<file path="src/rtl/mac_seq_ctrl_if.sv">
// Handshake bundle for mac_seq_ctrl: job request, operand stream and result.
// The master side is the job/operand source and result consumer; the slave side is the sequencer.
interface mac_seq_ctrl_if #(
   parameter int unsigned DW    = 4,
   parameter int unsigned AW    = 9,
   parameter int unsigned LEN_W = 4
);
   logic             start;
   logic [LEN_W-1:0] len;
   logic             busy;
   logic             in_valid;
   logic             in_ready;
   logic [DW-1:0]    in1;
   logic [DW-1:0]    in2;
   logic             out_valid;
   logic             out_ready;
   logic [AW-1:0]    out;
   logic             ovf;

   modport master (
      output start, len, in_valid, in1, in2, out_ready,
      input  busy, in_ready, out_valid, out, ovf
   );

   modport slave (
      input  start, len, in_valid, in1, in2, out_ready,
      output busy, in_ready, out_valid, out, ovf
   );
endinterface

</file>
<file path="src/rtl/mac_seq_ctrl.sv">
// Dot-product job sequencer around a 2-stage multiply-accumulate datapath.
// Optional MAC_SEQ_SAT_EN: saturating accumulator with sticky overflow flag.
module mac_seq_ctrl #(
   parameter int unsigned DW    = 4,
   parameter int unsigned AW    = 9,
   parameter int unsigned LEN_W = 4
) (
   input  logic           clock,
   input  logic           reset,
   mac_seq_ctrl_if.slave  bus
);

   localparam int unsigned PW = 2 * DW;

   typedef enum logic [1:0] {
      S_IDLE  = 2'd0,
      S_LOAD  = 2'd1,
      S_DRAIN = 2'd2,
      S_DONE  = 2'd3
   } state_t;

   state_t           state;
   state_t           state_nxt;

   logic [LEN_W-1:0] len_q;
   logic [LEN_W-1:0] count;
   logic [DW-1:0]    op1;
   logic [DW-1:0]    op2;
   logic             pipe_valid;
   logic [AW-1:0]    acc;

   logic             busy_q;
   logic             in_ready_q;
   logic             out_valid_q;

   logic             clear_c;
   logic             accept_c;
   logic [PW-1:0]    prod_c;
   logic [AW-1:0]    acc_nxt_c;

   // Next-state and per-cycle control strobes
   always_comb begin
      state_nxt = state;
      clear_c   = 1'b0;
      accept_c  = 1'b0;
      case (state)
         S_IDLE: begin
            if (bus.start) begin
               clear_c   = 1'b1;
               state_nxt = (bus.len == '0) ? S_DONE : S_LOAD;
            end
         end
         S_LOAD: begin
            accept_c = bus.in_valid;
            if (bus.in_valid && (count == len_q - LEN_W'(1))) begin
               state_nxt = S_DRAIN;
            end
         end
         S_DRAIN: begin
            state_nxt = S_DONE;
         end
         S_DONE: begin
            if (bus.out_ready) begin
               state_nxt = S_IDLE;
            end
         end
         default: begin
            state_nxt = S_IDLE;
         end
      endcase
   end

   // State register; handshake outputs are flopped from the next state
   always_ff @(posedge clock or negedge reset) begin
      if (!reset) begin
         state       <= S_IDLE;
         busy_q      <= 1'b0;
         in_ready_q  <= 1'b0;
         out_valid_q <= 1'b0;
      end else begin
         state       <= state_nxt;
         busy_q      <= (state_nxt != S_IDLE);
         in_ready_q  <= (state_nxt == S_LOAD);
         out_valid_q <= (state_nxt == S_DONE);
      end
   end

   assign prod_c = PW'(op1) * PW'(op2);

`ifdef MAC_SEQ_SAT_EN
   logic [AW:0] sum_c;
   logic        sat_c;
   logic        ovf_q;

   // One extra carry bit detects crossing 2^AW; clamp to all-ones
   always_comb begin
      sum_c     = {1'b0, acc} + (AW + 1)'(prod_c);
      sat_c     = sum_c[AW];
      acc_nxt_c = sat_c ? {AW{1'b1}} : sum_c[AW-1:0];
   end

   always_ff @(posedge clock or negedge reset) begin
      if (!reset) begin
         ovf_q <= 1'b0;
      end else if (clear_c) begin
         ovf_q <= 1'b0;
      end else if (pipe_valid && sat_c) begin
         ovf_q <= 1'b1;
      end
   end

   assign bus.ovf = ovf_q;
`else
   always_comb begin
      acc_nxt_c = acc + AW'(prod_c);
   end

   assign bus.ovf = 1'b0;
`endif

   // Operand stage, pair counter and accumulator
   always_ff @(posedge clock or negedge reset) begin
      if (!reset) begin
         len_q      <= '0;
         count      <= '0;
         op1        <= '0;
         op2        <= '0;
         pipe_valid <= 1'b0;
         acc        <= '0;
      end else begin
         pipe_valid <= accept_c;
         if (accept_c) begin
            op1 <= bus.in1;
            op2 <= bus.in2;
         end
         if (clear_c) begin
            len_q <= bus.len;
            count <= '0;
         end else if (accept_c) begin
            count <= count + LEN_W'(1);
         end
         if (clear_c) begin
            acc <= '0;
         end else if (pipe_valid) begin
            acc <= acc_nxt_c;
         end
      end
   end

   assign bus.busy      = busy_q;
   assign bus.in_ready  = in_ready_q;
   assign bus.out_valid = out_valid_q;
   assign bus.out       = acc;

endmodule

</file>
<file path="src/flat_wrapper.sv">
// flat-port wrapper written by rule: the top's interface ports become plain ports
module mac_seq_ctrl_flat 
#(
   parameter int unsigned DW    = 4,
   parameter int unsigned AW    = 9,
   parameter int unsigned LEN_W = 4
)
  (clock, reset, bus_start, bus_len, bus_in_valid, bus_in1, bus_in2, bus_out_ready, bus_busy, bus_in_ready, bus_out_valid, bus_out, bus_ovf);
  mac_seq_ctrl_if #(.DW(DW), .AW(AW), .LEN_W(LEN_W)) bus_i ();
  input  logic clock;
  input  logic reset;
  input wire logic [$bits(bus_i.start)-1:0] bus_start;
  input wire logic [$bits(bus_i.len)-1:0] bus_len;
  input wire logic [$bits(bus_i.in_valid)-1:0] bus_in_valid;
  input wire logic [$bits(bus_i.in1)-1:0] bus_in1;
  input wire logic [$bits(bus_i.in2)-1:0] bus_in2;
  input wire logic [$bits(bus_i.out_ready)-1:0] bus_out_ready;
  output wire logic [$bits(bus_i.busy)-1:0] bus_busy;
  output wire logic [$bits(bus_i.in_ready)-1:0] bus_in_ready;
  output wire logic [$bits(bus_i.out_valid)-1:0] bus_out_valid;
  output wire logic [$bits(bus_i.out)-1:0] bus_out;
  output wire logic [$bits(bus_i.ovf)-1:0] bus_ovf;
  assign bus_i.start = bus_start;
  assign bus_i.len = bus_len;
  assign bus_i.in_valid = bus_in_valid;
  assign bus_i.in1 = bus_in1;
  assign bus_i.in2 = bus_in2;
  assign bus_i.out_ready = bus_out_ready;
  assign bus_busy = bus_i.busy;
  assign bus_in_ready = bus_i.in_ready;
  assign bus_out_valid = bus_i.out_valid;
  assign bus_out = bus_i.out;
  assign bus_ovf = bus_i.ovf;
  mac_seq_ctrl #(.DW(DW), .AW(AW), .LEN_W(LEN_W)) u_core (.clock(clock), .reset(reset), .bus(bus_i));
endmodule
</file>
<file path="config.mk">
export PLATFORM = sky130hd
export DESIGN_NAME = mac_seq_ctrl_flat
export DESIGN_NICKNAME = d
export VERILOG_FILES = /design/src/rtl/mac_seq_ctrl_if.sv /design/src/rtl/mac_seq_ctrl.sv /design/src/flat_wrapper.sv
export SDC_FILE = /design/constraint.sdc
export NUM_CORES = 1
export LEC_CHECK = 0
export CORE_ASPECT_RATIO = 1.5
export CORE_MARGIN = 5
export CORE_UTILIZATION = 45
export DETAILED_ROUTE_END_ITERATION = 8
export PLACE_DENSITY = 0.7
export SETUP_SLACK_MARGIN = 0.1
export SLEW_MARGIN = 20
export SYNTH_ARGS = -nofsm -noshare
export SYNTH_HDL_FRONTEND = slang
export SYNTH_SLANG_ARGS = --single-unit
</file>
<file path="constraint.sdc">
create_clock -name clock -period 3.54 [get_ports clock]
set_clock_uncertainty 0.15 [all_clocks]
set_input_delay 0.885 -clock clock [delete_from_list [all_inputs] [get_ports clock]]
set_output_delay 0.885 -clock clock [all_outputs]
set_load 0.03 [all_outputs]
</file>
### After elaboration in Yosys (flattened, before gate mapping)

Cells that the tools add are included.

* multiplexer cells: 12
* $mul: 1
* add/sub/neg operators: 3
* reduce and logical (&&, ||, !) cells: 6
* equality and inequality tests: 6

Operators with widths (number)
* $mux 9: 2
* $add 9x8->9: 1
* $mul 4x4->8: 1
* $mux 2: 4
* $mux 4: 2
* $pmux 2 s4: 1
* $eq 2x2->1 const B: 3
* $reduce_bool 2->1: 3
* $add 4x1->4 const B: 1
* $eq 2x1->1 const B: 2
* $eq 4x4->1: 1
* $logic_not 4->1: 1
* $sub 4x1->4 const B: 1
* $mux 1: 3
* $logic_not 2->1: 1
* $logic_and 1x1->1: 1

* flip-flop bits (word level): 31
* output and inout bits: 13
* input port bits: 17
* word-level logic and storage cells: 38

### Depth between registers and ports, before layout

Gate-level depths: netlist of the first run.

* depth in word-level cells: 6
* gate-level depth with buffers: 13
* mapped depth without buffers: 13

### Least setup slack after synthesis of the first run

No wires, ideal clock.

* path kind: register to register
* start point: register u_core.op1[0]
* end point: register u_core.acc[6] (netlist: u_core.bus.out[6])
* setup time: 0.135 ns
* period minus slack after synthesis: 3.233 ns
* data arrival time: 2.948 ns
* cell stages (with the launch flop): 12
* slack: 0.307 ns
* cell sequence: dfrtp_1 -> nand2_1 -> fa_1 -> fa_1 -> fa_1 -> inv_1 -> ha_1 -> a211oi_1 -> nor2_1 -> o21ai_1 -> mux2i_1 -> o311ai_1

* longest elaborated chain between the ends: 4

RTL lines
* start: declaration: RTL line mac_seq_ctrl.sv:27 `logic [DW-1:0] op1;`
* start signal: assignment: RTL line mac_seq_ctrl.sv:133 `op1 <= bus.in1;`
* $mul 4x4->8: RTL line mac_seq_ctrl.sv:88 `assign prod_c = PW'(op1) * PW'(op2);`
* $add 9x8->9: RTL line mac_seq_ctrl.sv:115 `acc_nxt_c = acc + AW'(prod_c);`
* $mux 9: RTL line mac_seq_ctrl.sv:144 `end else if (pipe_valid) begin`
* $mux 9: RTL line mac_seq_ctrl.sv:142 `if (clear_c) begin`
* end signal: assignment: RTL line mac_seq_ctrl.sv:145 `acc <= acc_nxt_c;`
* end: declaration: RTL line mac_seq_ctrl.sv:30 `logic [AW-1:0] acc;`

Every way passes these cells. The select of a mux whose other input is x is not followed.
A chain may end at the register's enable or synchronous reset.

### Worst setup path in the final report of the first run

* start point: register u_core.op1[2]
* end point: register u_core.acc[7] (netlist: u_core.bus.out[7])

The elaborated chain is that of the path after synthesis.

==> results of run 1 <==
-- routing by layer --
metal	vias to the layer above	GRT usage (%)	part of all wire, %
li1	850	-	-
met4	0	6.610	1.8
met2	20	27.32	53
met5	-	0	0
met1	819	16.94	43
met3	7	2.143	2.4
-- sequential cells by signal, summed over array words and instances, names as in the netlist --
signal                count
u_core.op2                4
u_core.op1                4
u_core.bus.out            9
u_core.pipe_valid         1
u_core.bus.busy           1
u_core.state              2
u_core.bus.out_valid      1
u_core.count              4
u_core.bus.in_ready       1
u_core.len_q              4
-- repair_timing --
action / CTS / global route
setup buffers: 4 / 1
setup endpoints to repair: 2 / 4
pin swaps: 1 / 6
gates resized for setup: 1 / 10
-- layout make-up --
| cell class | count | area share (%) |
|---|---|---|
| clock inverters | 1 | 0.1870 |
| multi-input cells | 166 | 47.87 |
| repair buffers | 35 | 12.44 |
| flip-flops and latches | 31 | 28.99 |
| inverters | 32 | 4.582 |
| well taps | 66 | 3.086 |
| clock buffers | 7 | 2.852 |
-- stage by stage --
step                      hold slack [ns]  cells  instance area (um^2)
after CTS                          0.3642    337                  2614
final                              0.3570    338                  2676
after global placement             0.3328    325                  2500
after detailed placement           0.3484    325                  2500
after global routing               0.3988    338                  2676
after floorplan                    0.3165    237                  2165
-- cells in the mapped netlist (2+ instances only) --
cell type  number  area [um^2]
nand2_1        46        172.7
dfrtp_1        31        775.7
inv_1          30        112.6
ha_1           19        237.7
and2_1         13        81.33
fa_1            9        180.2
nor2_1          9        33.78
buf_2           5        25.02
nor3_1          5        25.02
o21ai_1         5        25.02
xnor2_1         5        43.79
mux2i_1         4        40.04
nand3_1         4        20.02
a211oi_1        3        22.52
a21oi_1         3        15.01
a31oi_1         3        18.77
nor2b_1         3        18.77
nor4b_1         3        26.28
xor2_1          3        26.28
a21boi_1        2        15.01
a21o_1          2        15.01
nand4b_1        2        17.52
nor4_1          2        12.51
o21ai_0         2        10.01
o22ai_1         2        12.51
-- how the worst max path moves through the flow --
stage	start	to	slack [ns]	depth (start not counted)
finish	u_core.op1[2]$_DFFE_PN0P_	u_core.bus.out[7]$_DFFE_PN0P_	0.24	11
global route	u_core.op1[2]$_DFFE_PN0P_	u_core.bus.out[7]$_DFFE_PN0P_	0.03	11
CTS	u_core.op1[2]$_DFFE_PN0P_	u_core.bus.out[7]$_DFFE_PN0P_	0.10	11
detailed placement	u_core.op2[3]$_DFFE_PN0P_	u_core.bus.out[7]$_DFFE_PN0P_	0.04	11
global placement	u_core.op2[3]$_DFFE_PN0P_	u_core.bus.out[6]$_DFFE_PN0P_	0.16	11
floorplan	u_core.op1[0]$_DFFE_PN0P_	u_core.bus.out[6]$_DFFE_PN0P_	0.31	11
-- critical path, cell delays in order, from the launching register on --
cell     delay, ns
dfrtp_1       0.40
nand2_1       0.10
fa_1          0.51
fa_1          0.43
fa_1          0.52
inv_1         0.07
ha_4          0.29
nor2b_4       0.15
o21ai_1       0.09
a21oi_1       0.21
mux2i_1       0.21
nand2_1       0.07
-- cell families (layout without fill, tap and decap cells) --
group                    count (synthesis)  in the layout  share of synthesized area, %
multiplexers                             4              4                         1.850
XOR/XNOR                                 8              8                         3.237
buffers and inverters                   40             75                         7.861
AND/OR/NAND/NOR                         96             96                         22.14
flip-flops                              31             31                         35.84
adder cells (fa/ha/maj)                 28             28                         19.31
AO/OA/AOI/OAI                           29             29                         9.594
other                                    1              1                        0.1732
-- power by group through the flow --
stage                     registers [mW]  logic (mW)  clock network (mW)
after floorplan                    0.746        1.27                   0
after global placement             0.679        1.69                   0
after detailed placement           0.687        1.74                   0
after CTS                          0.669        1.80               0.277
after global routing               0.694        2.28               0.293
final                              0.671        2.03               0.269
==> impl_metrics.tcl, run 1 <==
set metrics [dict create \
    htree_levels 2 \
    synth_area_mm2 0.002165 \
    ys_warn_count 0 \
    clk_pin_slew_worst_paths_ns 0.06 \
    layout-drive-gt1-share_pct 11.03 \
    drv_cap 0 \
    power.switching_mw 1.339 \
    end_kind "flip-flop" \
    drc_errors 0 \
    synth_seq_cells 31 \
    reg2regPathDepth 11 \
    wirelength_mm 4.333 \
    die_h_um 94.94 \
    initial_core_util_pct 45.74 \
    power_frac_comb_pct 68.3 \
    syn_nets 282 \
    multi_input_area_mm2 0.001281 \
    pwr-share-seq_pct 22.6 \
    die_w_um 66.63 \
    antenna_found_initial 0 \
    power.density_mw_per_mm2 1109 \
    vias_per_cell 5.018 \
    ios 30 \
    antenna_left 0 \
    grt_pass1_wl_mm 7.231 \
    power.internal_mw 1.628 \
    async_flop_share_pct 100.0 \
    gp_congestion 0.8210 \
    clock_latency_ns 0.28 \
    gr-usage-all-layers_pct 15.01 \
    seq_area_frac_synth_pct 35.84 \
    cts.sinks 31 \
    numCtsBuffers 5 \
    rrSetupSlack_ns 0.24 \
    worstHoldStart "u_core.len_q[3]$_DFFE_PN0P_" \
    syn2layout_area_growth_pct 23.64 \
    final_util_pct 56.56 \
    status "completed" \
    regArea_um2 775.7 \
    hold_path.class "flip-flop to flip-flop" \
    dieArea_mm2 0.006326 \
    layout_common_cells "46 x nand2_1, 31 x dfrtp_1, 30 x inv_1, 28 x clkdlybuf4s50_1, 17 x ha_1" \
    ctsRootBufferMaster "clkbuf_8" \
    syn_area_per_cell_um2 9.133 \
    finalSetupViolCount 0 \
    dr.pass1.iters 4 \
    layout_commonest_cell "nand2_1" \
    drv_slew 0 \
    required_ns 3.56 \
    cts_buffer_depth 2 \
    fillCellCount 450 \
    grt_remaining_overflow 0 \
    fmax_ghz 0.3032 \
    wl_per_cell_um 12.82 \
    setup_ws_ns 0.2420 \
    postCtsHoldBufs 0 \
    worstPathMaxFanout 5 \
    period_minus_slack_ns 3.298 \
    synth-edff-count 0 \
    clkPwrFrac_pct 9.1 \
    startpoint_type "flip-flop" \
    leakagePower_nw 1.290 \
    finalHoldViolations 0 \
    rows 31 \
    cts_tree "done" \
    post-place-ws_ns 0.04011 \
    finalPower_mw 2.967 \
    vias 1696 \
    drt_iter0_drc 30 \
    sw_frac_of_total_pct 45.14 \
    whs_endpoint "u_core.len_q[3]$_DFFE_PN0P_" \
    ys_types 47 \
    portBuffers 28 \
    synthCells 237 \
    worstPathArrival_ns 3.31 \
    period_share_pct 93.16 \
    r2r-start "u_core.op1[2]$_DFFE_PN0P_" \
    synth_flop_cell "dfrtp_1" \
    min_path_cells 2 \
    fin_setup_tns_ns 0 \
    layout.nets 316 \
    grt_pass1_vias 1651 \
    grt_max_degree 32 \
    reg2reg_to "u_core.bus.out[7]$_DFFE_PN0P_" \
    grt_setup_unrepaired "true" \
    hpwl_mm 3.252 \
    antenna-diode-count 0 \
    core-area_mm2 0.004732 \
    worstSetupPathType "flip-flop to flip-flop" \
    ir_drop_uv 427.8 \
]
(Power assumes the default switching activity.)
==> inputs of run 2 (changes only) <==
--- a/config.mk
+++ b/config.mk
@@ -9,6 +9,7 @@
 export CORE_MARGIN = 5
 export CORE_UTILIZATION = 45
 export DETAILED_ROUTE_END_ITERATION = 8
+export GPL_ROUTABILITY_DRIVEN = 0
 export PLACE_DENSITY = 0.7
 export SETUP_SLACK_MARGIN = 0.1
 export SLEW_MARGIN = 20
==> results of run 2 <==
The final DEF is identical to that of run 1; final timing and power are the same.
==> inputs of run 3 (changes only) <==
--- a/config.mk
+++ b/config.mk
@@ -8,6 +8,7 @@
 export CORE_ASPECT_RATIO = 1.5
 export CORE_MARGIN = 5
 export CORE_UTILIZATION = 45
+export CTS_CLUSTER_DIAMETER = 200
 export DETAILED_ROUTE_END_ITERATION = 8
 export GPL_ROUTABILITY_DRIVEN = 0
 export PLACE_DENSITY = 0.7
==> results of run 3 <==
The final DEF is identical to that of run 1; final timing and power are the same.
